===== src/rtl/calc_pkg.sv =====
// Shared definitions for the signed calculator datapath: default operand
// width, reconstructor state encoding and sign-magnitude field helpers.
package calc_pkg;

    localparam int unsigned CALC_W = 3;

    typedef enum logic [1:0] {
        IDLE = 2'd0,
        MUL  = 2'd1,
        ADD  = 2'd2,
        DONE = 2'd3
    } recon_state_e;

    // Sign bit of a w-bit sign-magnitude value held in the low bits of x.
    function automatic logic sm_sign(input logic [31:0] x, input int unsigned w);
        logic [31:0] t;
        t = x >> (w - 32'd1);
        return t[0];
    endfunction

    // Magnitude field (bits w-2..0) of a w-bit sign-magnitude value.
    function automatic logic [31:0] sm_mag(input logic [31:0] x, input int unsigned w);
        return x & ((32'd1 << (w - 32'd1)) - 32'd1);
    endfunction

endpackage


===== src/rtl/sm_reconstruct_if.sv =====
// Start/done handshake and operand/result bus of the dividend reconstructor.
interface sm_reconstruct_if #(
    parameter int unsigned W = calc_pkg::CALC_W
);
    logic             start;
    logic [W-1:0]     q;
    logic [W-1:0]     d;
    logic [W-1:0]     r;
    logic             busy;
    logic             done;
    logic [2*W-2:0]   dividend;
    logic             err;

    modport master (
        output start, q, d, r,
        input  busy, done, dividend, err
    );

    modport slave (
        input  start, q, d, r,
        output busy, done, dividend, err
    );
endinterface


===== src/rtl/sm_recon_check.sv =====
// Combinational legality check of a (quotient, divisor, remainder) triple
// against truncating sign-magnitude division.
module sm_recon_check
    import calc_pkg::*;
#(
    parameter int unsigned W = CALC_W
) (
    input  logic [W-1:0] q,
    input  logic [W-1:0] d,
    input  logic [W-1:0] r,
    output logic         err_c
);
    localparam int unsigned MAG_W = W - 1;

    logic [MAG_W-1:0] qm, dm, rm;
    logic             qs, ds, rs;

    always_comb begin
        qm = MAG_W'(sm_mag(32'(q), W));
        dm = MAG_W'(sm_mag(32'(d), W));
        rm = MAG_W'(sm_mag(32'(r), W));
        qs = sm_sign(32'(q), W);
        ds = sm_sign(32'(d), W);
        rs = sm_sign(32'(r), W);
    end

    // Remainder must be smaller than the divisor and, when both are nonzero,
    // share the sign of the quotient*divisor product.
    always_comb begin
        err_c = 1'b0;
        if (dm == '0)
            err_c = 1'b1;
        else if (rm >= dm)
            err_c = 1'b1;
        else if ((qm != '0) && (rm != '0) && (rs != (qs ^ ds)))
            err_c = 1'b1;
    end
endmodule


===== src/rtl/sm_reconstruct.sv =====
// Sequential sign-magnitude dividend reconstructor: dividend = q*d + r by
// shift-add. Define RECON_CHECK_EN to include the input legality check (err).
module sm_reconstruct
    import calc_pkg::*;
#(
    parameter int unsigned W = CALC_W
) (
    input  logic              clk,
    input  logic              rst_n,
    sm_reconstruct_if.slave   bus
);
    localparam int unsigned MAG_W = W - 1;
    localparam int unsigned ACC_W = 2 * W - 2;
    localparam int unsigned CNT_W = (W > 2) ? $clog2(W) : 1;

    recon_state_e     state;
    logic [CNT_W-1:0] cnt;
    logic [MAG_W-1:0] q_sh;
    logic [ACC_W-1:0] d_sh;
    logic [MAG_W-1:0] rm_r;
    logic [ACC_W-1:0] acc;
    logic             sign_r;
    logic             err_r;

    logic [MAG_W-1:0] qm_c, dm_c, rm_c;
    logic             sign_c;
    logic             err_c;
    logic [ACC_W-1:0] mag_c;

    // Operand decode and the result sign as it will stand before zero fixup.
    always_comb begin
        qm_c   = MAG_W'(sm_mag(32'(bus.q), W));
        dm_c   = MAG_W'(sm_mag(32'(bus.d), W));
        rm_c   = MAG_W'(sm_mag(32'(bus.r), W));
        sign_c = (qm_c != '0) ? (sm_sign(32'(bus.q), W) ^ sm_sign(32'(bus.d), W))
                              : sm_sign(32'(bus.r), W);
    end

`ifdef RECON_CHECK_EN
    sm_recon_check #(.W(W)) u_check (
        .q     (bus.q),
        .d     (bus.d),
        .r     (bus.r),
        .err_c (err_c)
    );
`else
    assign err_c = 1'b0;
`endif

    assign mag_c = acc + ACC_W'(rm_r);

    // Control FSM and datapath; q is consumed LSB first while d moves left.
    always_ff @(posedge clk or negedge rst_n) begin
        if (!rst_n) begin
            state        <= IDLE;
            cnt          <= '0;
            q_sh         <= '0;
            d_sh         <= '0;
            rm_r         <= '0;
            acc          <= '0;
            sign_r       <= 1'b0;
            err_r        <= 1'b0;
            bus.busy     <= 1'b0;
            bus.done     <= 1'b0;
            bus.dividend <= '0;
            bus.err      <= 1'b0;
        end else begin
            bus.done <= 1'b0;
            unique case (state)
                IDLE: begin
                    if (bus.start) begin
                        q_sh     <= qm_c;
                        d_sh     <= ACC_W'(dm_c);
                        rm_r     <= rm_c;
                        sign_r   <= sign_c;
                        err_r    <= err_c;
                        acc      <= '0;
                        cnt      <= '0;
                        bus.busy <= 1'b1;
                        state    <= MUL;
                    end
                end
                MUL: begin
                    if (q_sh[0])
                        acc <= acc + d_sh;
                    q_sh <= q_sh >> 1;
                    d_sh <= d_sh << 1;
                    cnt  <= cnt + CNT_W'(1);
                    if (cnt == CNT_W'(W - 2))
                        state <= ADD;
                end
                ADD: begin
                    acc          <= mag_c;
                    bus.dividend <= {sign_r & (mag_c != '0), mag_c};
                    bus.err      <= err_r;
                    bus.done     <= 1'b1;
                    state        <= DONE;
                end
                DONE: begin
                    bus.busy <= 1'b0;
                    state    <= IDLE;
                end
            endcase
        end
    end
endmodule


===== src/flat_wrapper.sv =====
// flat-port wrapper written by rule: the top's interface ports become plain ports
module sm_reconstruct_flat import calc_pkg::*;
#(
    parameter int unsigned W = CALC_W
)
  (clk, rst_n, bus_start, bus_q, bus_d, bus_r, bus_busy, bus_done, bus_dividend, bus_err);
  sm_reconstruct_if #(.W(W)) bus_i ();
  input  logic clk;
  input  logic rst_n;
  input wire logic [$bits(bus_i.start)-1:0] bus_start;
  input wire logic [$bits(bus_i.q)-1:0] bus_q;
  input wire logic [$bits(bus_i.d)-1:0] bus_d;
  input wire logic [$bits(bus_i.r)-1:0] bus_r;
  output wire logic [$bits(bus_i.busy)-1:0] bus_busy;
  output wire logic [$bits(bus_i.done)-1:0] bus_done;
  output wire logic [$bits(bus_i.dividend)-1:0] bus_dividend;
  output wire logic [$bits(bus_i.err)-1:0] bus_err;
  assign bus_i.start = bus_start;
  assign bus_i.q = bus_q;
  assign bus_i.d = bus_d;
  assign bus_i.r = bus_r;
  assign bus_busy = bus_i.busy;
  assign bus_done = bus_i.done;
  assign bus_dividend = bus_i.dividend;
  assign bus_err = bus_i.err;
  sm_reconstruct #(.W(W)) u_core (.clk(clk), .rst_n(rst_n), .bus(bus_i));
endmodule

===== config.mk =====
export PLATFORM = sky130hd
export DESIGN_NAME = sm_reconstruct_flat
export DESIGN_NICKNAME = d
export VERILOG_FILES = /design/src/rtl/calc_pkg.sv /design/src/rtl/sm_reconstruct_if.sv /design/src/rtl/sm_recon_check.sv /design/src/rtl/sm_reconstruct.sv /design/src/flat_wrapper.sv
export SDC_FILE = /design/constraint.sdc
export NUM_CORES = 1
export LEC_CHECK = 0
export CAP_MARGIN = 40
export CORE_UTILIZATION = 40
export CTS_CLUSTER_DIAMETER = 30
export DETAILED_ROUTE_END_ITERATION = 6
export HOLD_SLACK_MARGIN = 0.02
export PLACE_DENSITY_LB_ADDON = 0.2
export SLEW_MARGIN = 10
export SYNTH_ARGS = -nofsm -noshare
export SYNTH_HDL_FRONTEND = slang
export SYNTH_HIERARCHICAL = 1
export SYNTH_SLANG_ARGS = --single-unit

===== constraint.sdc =====
create_clock -name clk -period 1.9 [get_ports clk]
set_clock_uncertainty 0.1 [all_clocks]
set_input_delay 0.38 -clock clk [delete_from_list [all_inputs] [get_ports clk]]
set_output_delay 0.38 -clock clk [all_outputs]
set_load 0.05 [all_outputs]

==> results_dict.tcl <==
set metrics [dict create \
    die_h_um 60.0 \
    status "completed" \
    grt_first_pass_wirelength_mm 4.78 \
    clock_path_buffers 2 \
    gp_congestion 0.868 \
    max_freq_mhz 556 \
    grt_start_max_net_pins 25 \
    root_buffer "clkbuf_4" \
    ant_nets 0 \
    drc_errors 0 \
    dp_hpwl_mm 2.18 \
    p_per_area_nw_per_um2 1790 \
    hold_viol 0 \
    ys_types 37 \
    drive_gt1_share_pct 19.4 \
    ys_ff_latch 24 \
    crit_path_top_delay_cell "fa_1" \
    netlist_instances 132 \
    worstSetupPathType "flop to flop" \
    r2r-start "u_core/acc[0]" \
    routed_wl_mm 2.81 \
    crit_path_end_kind "flop" \
    finalSetupViolations 0 \
    post-route-period-util_pct 94.6 \
    power.leakage_nw 0.771 \
    path_cells "ha_1 > fa_1 > nor2_1 > nand2_1 > o21ai_0 > mux2i_1" \
    first_pass_iters 6 \
    nFillCells 296 \
    grt_overflow 0 \
    io_buffers 18 \
    hp-class "input pin to async pin" \
    synth_top_area_share_pct 44.6 \
    netlist_area_um2 1350 \
    start_kind "flop" \
    finalPower_w 0.00297 \
    synth_largest_area_cell "dfrtp_1" \
    via_per_inst 5.33 \
    wire_per_inst_um 13.8 \
    start_util_pct 43.1 \
    min_period_ns 1.80 \
    n_antenna_cell 0 \
    die_area_um2 3600 \
    die_w_um 60.0 \
    cts_tree "yes" \
    htreeDepth 1 \
    first_iter_violations 31 \
    synthTopCellsByArea "dfrtp_1 (45%), ha_1 (10%), nand2_1 (4.7%), mux2_2 (4.2%), o21ai_0 (4.1%)" \
    antenna_found_initial 0 \
    cts_hold_buf 0 \
    multiInputGateArea_um2 714 \
    cts.clk_slew.worst_paths_ns 0.14 \
    worstPathArrival_ns 1.90 \
    ys_warn_count 6 \
    irDropWorstVdd_mv 0.842 \
    worstRegToRegCells 6 \
    r2r-end "u_core/bus.dividend[4]" \
    syn_avg_cell_area_um2 10.2 \
    grt_pass1_vias 1076 \
    cts.sinks 24 \
    numCtsBuffers 3 \
    maxCapViolCount 0 \
    core-area_um2 3130 \
    ys_seq_area_share_pct 44.6 \
    rows 20 \
    area_growth_pct 23.4 \
    max_stage_delay_ns 0.51 \
    critPathBufInv 0 \
    cp_max_fo 3 \
    finalNetCount 186 \
    top_level_ports 20 \
    cts.repair.resized 0 \
    clock_latency_ns 0.31 \
    path_delay_family "adder cells" \
    r2r_setup_slack_ns 0.10 \
    drv_slew 0 \
    seq_area_um2 601 \
    vias 1087 \
    cp.required_ns 2.00 \
    rsz0062_at_grt "no" \
    synth_nets 157 \
    setup_tns_ns 0 \
    grt_use_total_pct 18.2 \
    post-cts-setup-buffer-count 0 \
    fin_util_pct 53.2 \
]
## how the worst max path moves through the flow
| stage | from | endpoint | slack (ns) | depth (start not counted) |
|---|---|---|---|---|
| 6_report | u_core/acc[0] | u_core/bus.dividend[4] | 0.10 | 6 |
| 5_1_grt | u_core/acc[0] | u_core/bus.dividend[4] | 0.005 | 6 |
| 4_1_cts | u_core/acc[0] | u_core/bus.dividend[4] | 0.1 | 6 |
| 3_5_place_dp | bus_start | u_core/acc[3] | 0.008 | 5 |
| 3_3_place_gp | bus_start | u_core/acc[3] | 0.05 | 5 |
| 2_1_floorplan | u_core/acc[0] | u_core/bus.dividend[4] | 0.23 | 6 |
## worst reg2reg max path: cells and delay by family, from the launching register on
kind            cells  cell delay, ns
mux                 1            0.10
simple gates        2            0.20
fa+ha+maj           2            0.74
compound gates      1            0.14
flops               1            0.43
## flip-flops by register name, indices dropped and copies added (netlist names)
register and cells:
u_core/acc 4, u_core/bus.busy 1, u_core/bus.dividend 5, u_core/bus.done 1, u_core/cnt 2, u_core/d_sh 4, u_core/q_sh 2, u_core/rm_r 2
u_core/sign_r 1, u_core/state 2
## per-layer routing
layer,global-route usage [%],wire [um],vias up
li1,-,-,531
met1,24.1,1330,534
met2,30.2,1380,20
met3,2.16,84,2
met4,7.31,19,0
met5,0,0,-
## cell families after synthesis
logic type,share of synthesized area [%]
other,0.278
muxes,4.92
xor gates and xnor gates,1.95
and+or+nand+nor,14.7
adders and majority gates,13.2
DFF,44.6
AOI/OAI and AO/OA,17.5
buffers and inverters,2.97
## stage by stage
| stage | hold slack (ns) | cells | setup WS (ns) | area [um^2] |
|---|---|---|---|---|
| after floorplan | -0.0156 | 132 | 0.232 | 1350 |
| after global placement | 0.364 | 200 | 0.0482 | 1620 |
| after detailed placement | 0.388 | 200 | 0.00786 | 1620 |
| after CTS | 0.315 | 204 | 0.0987 | 1660 |
| after global routing | 0.306 | 204 | 0.00460 | 1660 |
| final | 0.302 | 204 | 0.102 | 1660 |
## area by class of cell
| class | instances | share of cell area (%) |
|---|---|---|
| Clock buffer | 4 | 2.18 |
| Timing Repair Buffer | 28 | 14.3 |
| Tap cell | 44 | 3.31 |
| Multi-Input combinational cell | 99 | 43.0 |
| Inverter | 5 | 1.13 |
| Sequential cell | 24 | 36.1 |
## placed cells by master (no fill, tap or decap), types with 2 or more instances in the layout
cell             count
o21ai_1              2
o21ai_0             11
a32o_1               3
o22ai_1              5
inv_1                5
buf_4               17
nor2_1               5
a22o_1               2
xnor2_1              2
clkdlybuf4s50_1     11
a21oi_1              7
dfrtp_1             24
clkbuf_4             3
ha_1                11
mux2_2               5
nand3_1              4
nand2b_1             2
fa_1                 2
a31oi_1              2
nand2_1             17
nor2b_1              2
## power by group
| part | internal, W | switching, W | leakage, nW |
|---|---|---|---|
| Combinational | 0.000748 | 0.00101 | 0.446 |
| Sequential | 0.000750 | 0.000185 | 0.303 |
| Clock | 0.000117 | 0.000156 | 0.0210 |
| Total | 0.00161 | 0.00136 | 0.771 |
## Yosys cell counts (all sizes together)
library cell,number
clkbuf,1
a22o,2
nand2b,2
xnor2,3
a21o,1
buf,3
fa,2
nand3b,1
a22oi,1
a31oi,2
inv,5
mux2i,1
or3,2
o21a,1
o2bb2ai,1
nor2,5
nor3,1
and3,1
nor4,1
dfrtp,24
a21boi,1
nand4,1
o21ai,13
a32o,3
nand2,17
nor2b,3
mux2,5
conb,1
ha,11
a21oi,7
o22ai,5
and2b,1
nand3,4
Note: power is estimated with default switching activity, not from simulation.
